===== src/rtl/alu_pkg.sv =====
// Shared definitions for the ALU issue stage.
//   ALU_DATA_W / ALU_SEL_W : default operand and opcode widths of the companion ALU
//   ALU_ADD / ALU_SUB / ALU_MUL : opcode constants used by producers and benches
//   state_t  : debug state of the issue stage (IDLE, RUN, STALL)
//   state_of : classifies the stage from queued work, result-valid and consumer-ready
package alu_pkg;

    localparam int ALU_DATA_W = 8;
    localparam int ALU_SEL_W  = 4;

    localparam logic [3:0] ALU_ADD = 4'd0;
    localparam logic [3:0] ALU_SUB = 4'd1;
    localparam logic [3:0] ALU_MUL = 4'd2;

    typedef enum logic [1:0] {
        IDLE  = 2'd0,
        RUN   = 2'd1,
        STALL = 2'd2
    } state_t;

    function automatic state_t state_of(input logic queued, input logic valid,
                                        input logic ready);
        if (!queued && !valid) begin
            return IDLE;
        end else if (valid && !ready) begin
            return STALL;
        end else begin
            return RUN;
        end
    endfunction

endpackage


===== src/rtl/alu_op_fifo.sv =====
// Synchronous request FIFO holding {a, b, sel} operand entries.
//   clk, rst         : clock and synchronous active-high reset (control state only)
//   push, wr_a/b/sel : enqueue request; ignored while full
//   pop              : dequeue head; ignored while empty
//   full, empty      : occupancy flags derived from registered count
//   count            : current occupancy, 0..DEPTH
//   head_a/b/sel     : oldest entry (undefined contents while empty)
module alu_op_fifo
    import alu_pkg::*;
#(
    parameter int DATA_W = ALU_DATA_W,
    parameter int SEL_W  = ALU_SEL_W,
    parameter int DEPTH  = 4
) (
    input  logic                     clk,
    input  logic                     rst,
    input  logic                     push,
    input  logic                     pop,
    input  logic [DATA_W-1:0]        wr_a,
    input  logic [DATA_W-1:0]        wr_b,
    input  logic [SEL_W-1:0]         wr_sel,
    output logic                     full,
    output logic                     empty,
    output logic [$clog2(DEPTH):0]   count,
    output logic [DATA_W-1:0]        head_a,
    output logic [DATA_W-1:0]        head_b,
    output logic [SEL_W-1:0]         head_sel
);

    localparam int PTR_W = $clog2(DEPTH);
    localparam int CNT_W = PTR_W + 1;

    logic [DATA_W-1:0] mem_a   [DEPTH];
    logic [DATA_W-1:0] mem_b   [DEPTH];
    logic [SEL_W-1:0]  mem_sel [DEPTH];
    logic [PTR_W-1:0]  wr_ptr;
    logic [PTR_W-1:0]  rd_ptr;
    logic              do_push;
    logic              do_pop;

    always_comb begin
        full    = (count == CNT_W'(DEPTH));
        empty   = (count == '0);
        do_push = push && !full;
        do_pop  = pop && !empty;
    end

    // Pointers are PTR_W bits wide, so DEPTH being a power of two makes them wrap naturally.
    always_ff @(posedge clk) begin
        if (rst) begin
            wr_ptr <= '0;
            rd_ptr <= '0;
            count  <= '0;
        end else begin
            if (do_push) wr_ptr <= wr_ptr + 1'b1;
            if (do_pop)  rd_ptr <= rd_ptr + 1'b1;
            case ({do_push, do_pop})
                2'b10:   count <= count + 1'b1;
                2'b01:   count <= count - 1'b1;
                default: count <= count;
            endcase
        end
    end

    // Storage carries no reset; validity is tracked entirely by count and the pointers.
    always_ff @(posedge clk) begin
        if (do_push) begin
            mem_a[wr_ptr]   <= wr_a;
            mem_b[wr_ptr]   <= wr_b;
            mem_sel[wr_ptr] <= wr_sel;
        end
    end

    always_comb begin
        head_a   = mem_a[rd_ptr];
        head_b   = mem_b[rd_ptr];
        head_sel = mem_sel[rd_ptr];
    end

endmodule


===== src/rtl/alu_issue_stage.sv =====
// Operand-issue and result-capture stage around an external combinational ALU.
//   clk, rst                   : clock, synchronous active-high reset
//   in_valid/in_ready, in_a/b/sel : request handshake and payload into the FIFO
//   alu_a/b/sel                : FIFO head driven to the ALU (zero while empty)
//   alu_out, alu_carry         : combinational ALU response
//   out_valid/out_ready        : result handshake towards the consumer
//   out_result/carry/sel       : registered ALU result and the opcode that produced it
//   count                      : FIFO occupancy
//   state                      : IDLE / RUN / STALL debug state
module alu_issue_stage
    import alu_pkg::*;
#(
    parameter int DATA_W = ALU_DATA_W,
    parameter int SEL_W  = ALU_SEL_W,
    parameter int DEPTH  = 4
) (
    input  logic                     clk,
    input  logic                     rst,
    input  logic                     in_valid,
    output logic                     in_ready,
    input  logic [DATA_W-1:0]        in_a,
    input  logic [DATA_W-1:0]        in_b,
    input  logic [SEL_W-1:0]         in_sel,
    output logic [DATA_W-1:0]        alu_a,
    output logic [DATA_W-1:0]        alu_b,
    output logic [SEL_W-1:0]         alu_sel,
    input  logic [DATA_W-1:0]        alu_out,
    input  logic                     alu_carry,
    output logic                     out_valid,
    input  logic                     out_ready,
    output logic [DATA_W-1:0]        out_result,
    output logic                     out_carry,
    output logic [SEL_W-1:0]         out_sel,
    output logic [$clog2(DEPTH):0]   count,
    output state_t                   state
);

    localparam int CNT_W = $clog2(DEPTH) + 1;

    logic              full;
    logic              empty;
    logic              cap;
    logic              push_ok;
    logic [DATA_W-1:0] head_a;
    logic [DATA_W-1:0] head_b;
    logic [SEL_W-1:0]  head_sel;
    logic [CNT_W-1:0]  count_next;
    logic              valid_next;
    state_t            state_next;

    alu_op_fifo #(
        .DATA_W (DATA_W),
        .SEL_W  (SEL_W),
        .DEPTH  (DEPTH)
    ) u_fifo (
        .clk      (clk),
        .rst      (rst),
        .push     (in_valid),
        .pop      (cap),
        .wr_a     (in_a),
        .wr_b     (in_b),
        .wr_sel   (in_sel),
        .full     (full),
        .empty    (empty),
        .count    (count),
        .head_a   (head_a),
        .head_b   (head_b),
        .head_sel (head_sel)
    );

    // in_ready depends only on registered occupancy, never on out_ready.
    always_comb begin
        in_ready = !full;
        push_ok  = in_valid && !full;
        cap      = !empty && (!out_valid || out_ready);
        alu_a    = empty ? '0 : head_a;
        alu_b    = empty ? '0 : head_b;
        alu_sel  = empty ? '0 : head_sel;
    end

    // Result register: loads the ALU response for the head entry, holds it under backpressure.
    always_ff @(posedge clk) begin
        if (rst) begin
            out_valid  <= 1'b0;
            out_result <= '0;
            out_carry  <= 1'b0;
            out_sel    <= '0;
        end else if (cap) begin
            out_valid  <= 1'b1;
            out_result <= alu_out;
            out_carry  <= alu_carry;
            out_sel    <= head_sel;
        end else if (out_valid && out_ready) begin
            out_valid  <= 1'b0;
        end
    end

    // FSM state register.
    always_ff @(posedge clk) begin
        if (rst) begin
            state <= IDLE;
        end else begin
            state <= state_next;
        end
    end

    // FSM next state: classified from the occupancy and result-valid being loaded this edge.
    always_comb begin
        count_next = count;
        if (push_ok && !cap) begin
            count_next = count + 1'b1;
        end else if (cap && !push_ok) begin
            count_next = count - 1'b1;
        end
        valid_next = cap || (out_valid && !out_ready);
        state_next = state_of(count_next != '0, valid_next, out_ready);
    end

endmodule

===== config.mk =====
export PLATFORM = sky130hd
export DESIGN_NAME = alu_issue_stage
export DESIGN_NICKNAME = d
export VERILOG_FILES = /design/src/rtl/alu_pkg.sv /design/src/rtl/alu_op_fifo.sv /design/src/rtl/alu_issue_stage.sv
export SDC_FILE = /design/constraint.sdc
export NUM_CORES = 1
export LEC_CHECK = 0
export ABC_AREA = 1
export CAP_MARGIN = 20
export CORE_ASPECT_RATIO = 1.75
export CORE_UTILIZATION = 35
export DETAILED_ROUTE_END_ITERATION = 12
export PLACE_DENSITY = 0.59
export SYNTH_ARGS = -nofsm -noshare
export SYNTH_HDL_FRONTEND = slang
export SYNTH_SLANG_ARGS = --single-unit

===== constraint.sdc =====
create_clock -name clk -period 2.5 [get_ports clk]
set_input_delay 0.375 -clock clk [delete_from_list [all_inputs] [get_ports clk]]
set_output_delay 0.375 -clock clk [all_outputs]
set_load 0.01 [all_outputs]

==> results of run 1 <==
==> per-stage QoR <==
| step | instances | total power, mW | util [%] | instance area (um2) | hold slack [ps] |
|---|---|---|---|---|---|
| after global routing | 635 | 6.62 | 45.8 | 5490 | 504 |
| after global placement | 616 | 4.95 | 43.3 | 5200 | 458 |
| final | 635 | 6.20 | 45.8 | 5490 | 475 |
| after detailed placement | 616 | 4.98 | 43.3 | 5200 | 471 |
| after floorplan | 387 | 3.98 | - | 4320 | 442 |
| after CTS | 631 | 6.23 | 45.4 | 5450 | 486 |
==> final timing paths <==
kind / startpoint / endpoint / cells past startpoint / slack (ps)
worst max-delay path: u_fifo.count[1] / alu_a[7] / 6 / 120
worst min register to register: u_fifo.rd_ptr[1] / flop / 2 / 480
worst min-delay path: u_fifo.rd_ptr[1] / flop / 2 / 480
worst max register to register: u_fifo.count[1] / u_fifo.mem_b[1][4] / 6 / 490
==> final cells by class <==
class | instances | area (um2)
sequential | 105 | 2910
timing repair buffer | 86 | 842
tap | 165 | 206
fill | 1129 | 6510
multi-input combinational | 239 | 1180
clock inverter | 3 | 17.5
inverter | 24 | 101
clock buffer | 12 | 236
timing repair inverter | 1 | 7.51
==> per-layer routing <==
| layer | routed length, um | track usage [%] |
|---|---|---|
| met1 | 3670 | 16.3 |
| met2 | 4910 | 26.7 |
| met3 | 421 | 3.32 |
| met4 | 133 | 5.92 |
| met5 | 0 | 0 |
==> state kept, by name (all words and copies together), names as in the netlist, 3 cells and up, named ones only <==
register	count
out_sel	4
u_fifo.mem_b	32
u_fifo.mem_sel	16
u_fifo.count	3
u_fifo.mem_a	32
out_result	8
==> cell usage in the layout (no fill, tap or decap), drive strengths merged, types with 9 or more instances in the layout <==
| cell | n |
|---|---|
| buf | 14 |
| inv | 24 |
| clkbuf | 12 |
| dfxtp | 25 |
| edfxtp | 80 |
| a21oi | 29 |
| nand2 | 40 |
| nand3 | 9 |
| ha | 10 |
| o21ai | 51 |
| nor2 | 97 |
| clkdlybuf4s50 | 72 |
==> timing repair <==
| action | in CTS | in global routing |
|---|---|---|
| cloned | 0 | 1 |
| setup buffers | 0 | 3 |
| resized for setup | 1 | 5 |
| hold endpoints to repair | 0 | 0 |
| setup endpoints to repair | 20 | 20 |
==> power groups by stage <==
stage	clock network (mW)	logic (mW)	registers (mW)
final	1.24	2.64	2.32
after global routing	1.34	2.93	2.35
after CTS	1.27	2.65	2.31
after detailed placement	0	2.63	2.35
after global placement	0	2.62	2.33
after floorplan	0	1.59	2.39
==> critical path, cell delays in order (launching register included) <==
cell and delay, ps:
dfxtp_1 390, inv_1 100, ha_1 230, nand2_4 100, inv_4 110, a21oi_1 170
clkdlybuf4s50_1 560
==> logic make-up (layout without fill, tap and decap cells) <==
logic type	Yosys count	in the layout	synth area share [%]
flops	105	105	67.2
compound gates	80	80	9.96
fa+ha+maj	10	10	2.90
buf+inv	43	126	5.79
simple gates	147	147	13.8
xor+xnor	2	2	0.406
==> impl_metrics.ini, run 1 <==
[floorplanning]
die_x_um = 86.0
die_h_um = 149
io_pins = 73
die-area_mm2 = 0.0128
start_util_pct = 36.0
rows = 53
core_mm2 = 0.0120

[clock_network]
clock_sinks = 105
clock_latency_ps = 340
cts_buffers = 9
clockBufferDepth = 2
tritoncts = done
postCtsHoldBufs = 0
h-tree-depth = 3
root_buffer = clkbuf_16
path_clk_slew_ps = 70

[detailed_routing]
antenna_left = 0
routedWlPerCell_um = 14.4
wirelength_mm = 9.14
via_per_inst = 4.59
drc = 0
firstDrtPassIters = 6
drtIter0Drc = 133
num_vias = 2914

[pwr]
p_int_mw = 4.03
powerDensity_mw_per_mm2 = 1130
p_leak_nw = 2.01
switching_share_pct = 35.0
combPwrFrac_pct = 42.6
power_frac_seq_pct = 37.4
p_clk_share_pct = 19.9
vdd_drop_max_uv = 548
switching_power_mw = 2.17

[global_route]
gr-usage-all-layers_pct = 14.7
grt_antenna_before_repair = 0
grt_pass1_vias = 2794
grt_max_degree = 29
grt_pass1_wl_mm = 13.9
grt_overflow_total = 0

[logic_synthesis]
synthCells = 387
synth_most_common_cell = nor2_1
seq_area_frac_synth_pct = 67.2
synth_edf_count = 80
yosysWarnings = 0
async_reset_ff_share_pct = 0
yosysTopAreaCellShare_pct = 55.6
synth.area.top_cells = edfxtp_1 (56%), dfxtp_1 (12%), nor2_1 (8.2%), o21ai_1 (5.3%), nand2_1 (3.1%)
syn_area_mm2 = 0.00432
synth_cell_types = 25
syn_avg_cell_area_um2 = 11.2
syn_nets = 430
synth_flop_cell = edfxtp_1
ys_ff_latch = 105
synthTopCellsByCount = nor2_1 (94), edfxtp_1 (80), o21ai_1 (46)
synth.largest_area_cell = edfxtp_1

[timing]
rsz0062_at_grt = false
finalMaxSlewViolations = 0
fin_ws_ps = 116
tightest_slew_ps = 449
fin_crit_sh_pct = 95.4
fin_worst_skew_ps = 5.62
min_period_ps = 2380
max_slew_margin_pct = 70.1
setup_tns_ps = 0
setup_viol = 0
hold_viol = 0
fmax_mhz = 419

[worst_setup_path]
crit_type = reg -> out
cp.required_ps = 2120
critPathLaunchType = flop
cp_max_fo = 21
arrival_ps = 2010
cp-end-kind = primary output

[cells_and_area]
fin_nets = 509
area_growth_pct = 27.2
drive_above_1_share_pct = 11.3
diodes = 0

[place]
dp_hpwl_mm = 6.00
portBuffers = 72
globalplace.congestion = 0.834
place_ws_ps = 288

[outcome]
status = complete, no violations

[run]
maxCapViolCount = 0

[hold_path]
holdCritPathClass = reg -> reg
(Power assumes the default switching activity.)
==> inputs of run 2 (changes only) <==
--- a/config.mk
+++ b/config.mk
@@ -9,7 +9,9 @@
 export CAP_MARGIN = 20
 export CORE_ASPECT_RATIO = 1.75
 export CORE_UTILIZATION = 35
+export CTS_CLUSTER_DIAMETER = 150
 export DETAILED_ROUTE_END_ITERATION = 12
+export GPL_TIMING_DRIVEN = 0
 export PLACE_DENSITY = 0.59
 export SYNTH_ARGS = -nofsm -noshare
 export SYNTH_HDL_FRONTEND = slang
==> impl_metrics.ini, run 2 (synthesis results as in run 1) <==
[detailed_routing]
wirelength_mm = 9.82
via_per_inst = 4.63
routedWlPerCell_um = 15.2
firstDrtPassIters = 4
num_vias = 2982
drtIter0Drc = 132
antenna_left = 0
drc = 0

[clock_network]
tritoncts = done
post-cts-setup-buffers = 0
clock_latency_ps = 340
clock_sinks = 105
cts_buffers = 9
path_clk_slew_ps = 70
root_buffer = clkbuf_16
post_cts_resized = 23
clockBufferDepth = 2
h-tree-depth = 3
postCtsHoldBufs = 0

[place]
globalplace.congestion = 0.777
dp.cells = 628
portBuffers = 72
place_area_mm2 = 0.00536
dp_hpwl_mm = 6.84

[worst_setup_path]
crit_chain = inv_1, ha_1, nand2_4, inv_2, clkbuf_4, a21oi_1, dlygate4sd2_1
worst-path-stages = 7
max_stage_delay_ps = 370
crit_type = reg -> out
reg2reg_slack_ps = 380
crit_path_end = alu_b[5]
r2r_end = u_fifo.mem_b[2][5]
cp_slowest_cell = dfxtp_2
cp-end-kind = primary output
crit_family = buffers and inverters
reg2regPathDepth = 6
arrival_ps = 1910
worstSetupStartpoint = u_fifo.count[0]
critPathLaunchType = flop
worst-path-buf-inv = 4
cp_max_fo = 10
timing.rr.start = u_fifo.count[0]
cp.required_ps = 2120

[global_route]
gr-usage-all-layers_pct = 16.5
grt_pass1_vias = 3042
grt_max_degree = 18
grt_antenna_before_repair = 0
grt_overflow_total = 0
grt_pass1_wl_mm = 15.6

[floorplanning]
start_util_pct = 36.0
io_pins = 73
die_x_um = 86.0
rows = 53
die_h_um = 149
core_mm2 = 0.0120
die-area_mm2 = 0.0128

[cells_and_area]
drive_above_1_share_pct = 12.3
diodes = 0
final_common_cell = nor2_1
n_fill_cell = 1121
area_growth_pct = 30.9
fin_nets = 517
top_regs = u_fifo.mem_a x32, u_fifo.mem_b x32, u_fifo.mem_sel x16
final_cell_mix = nor2_1 (90), edfxtp_1 (80), clkdlybuf4s50_1 (52), o21ai_1 (46), nand2_1 (36)
fin_area_mm2 = 0.00565
finalNonFillerCells = 644

[timing]
fmax_mhz = 438
rsz0062_at_grt = false
setup_viol = 0
fin_worst_skew_ps = 6.28
hold_viol = 0
finalMaxSlewViolations = 0
min_period_ps = 2280
fin_crit_sh_pct = 91.4
tightest_slew_ps = 646
max_slew_margin_pct = 56.9

[pwr]
powerDensity_mw_per_mm2 = 1150
vdd_drop_max_uv = 511
p_leak_nw = 2.15

[hold_path]
holdCritPathClass = reg -> reg

[run]
maxCapViolCount = 0

[outcome]
status = complete, no violations
-- run 2: cell types whose count changed in the layout (fill, tap and decap cells not counted), sizes merged --
cell and delta:
buf +6, bufinv +2, clkbuf +1, clkdlybuf4s50 -20, clkinv -1, dlygate4sd2 +20, inv +1
-- run 2: power by group --
part           switching, mW  internal, mW
clock network          0.605         0.881
logic                   1.55          1.18
registers              0.127          2.18
total                   2.28          4.24
-- run 2: worst register-to-register path, stage by stage, from the launching register on --
cell	delay, ps
dfxtp_2	370
inv_1	100
ha_1	270
nand2_1	110
nand2_2	170
nor2_2	550
buf_8	250
-- run 2: how the worst min path moves through the flow --
stage	start	to	slack (ps)	cells after the start
finish	u_fifo.rd_ptr[1]	u_fifo.rd_ptr[1]	480	2
global route	u_fifo.rd_ptr[0]	u_fifo.rd_ptr[0]	510	1
CTS	u_fifo.rd_ptr[1]	u_fifo.rd_ptr[1]	470	2
detailed placement	u_fifo.rd_ptr[1]	flop	460	2
global placement	u_fifo.rd_ptr[0]	u_fifo.rd_ptr[0]	460	1
floorplan	u_fifo.rd_ptr[1]	flop	440	2
-- run 2: per-layer routing --
metal / part of all wire, % / wire length (um) / global-route usage [%]
met5: 0 / 0 / 0
met4: 0.88 / 86 / 6.92
met3: 3.7 / 363 / 3.43
met2: 56 / 5460 / 30.4
met1: 40 / 3900 / 18.0
-- run 2: cell type report --
type | instances | area [um2] | area share [%]
tap | 165 | 206 | 3.65
inverter | 24 | 95.1 | 1.68
timing repair buffer | 76 | 793 | 14.0
buffer | 19 | 159 | 2.81
multi-input combinational | 239 | 1180 | 20.8
sequential | 105 | 2900 | 51.4
clock buffer | 10 | 229 | 4.05
clock inverter | 6 | 90.1 | 1.59
-- run 2: stage by stage --
| stage | TNS, ps | total power, mW | setup WS (ps) | utilization [%] | hold slack (ps) |
|---|---|---|---|---|---|
| 3_3_place_gp | -46250 | 5.18 | -593 | 43.7 | 457 |
| 2_1_floorplan | 0 | 3.98 | 149 | - | 442 |
| 5_1_grt | 0 | 6.98 | 113 | 47.1 | 507 |
| 4_1_cts | 0 | 6.63 | 194 | 47.1 | 470 |
| 6_report | 0 | 6.53 | 216 | 47.1 | 476 |
| 3_5_place_dp | 0 | 5.28 | 40.9 | 44.6 | 461 |
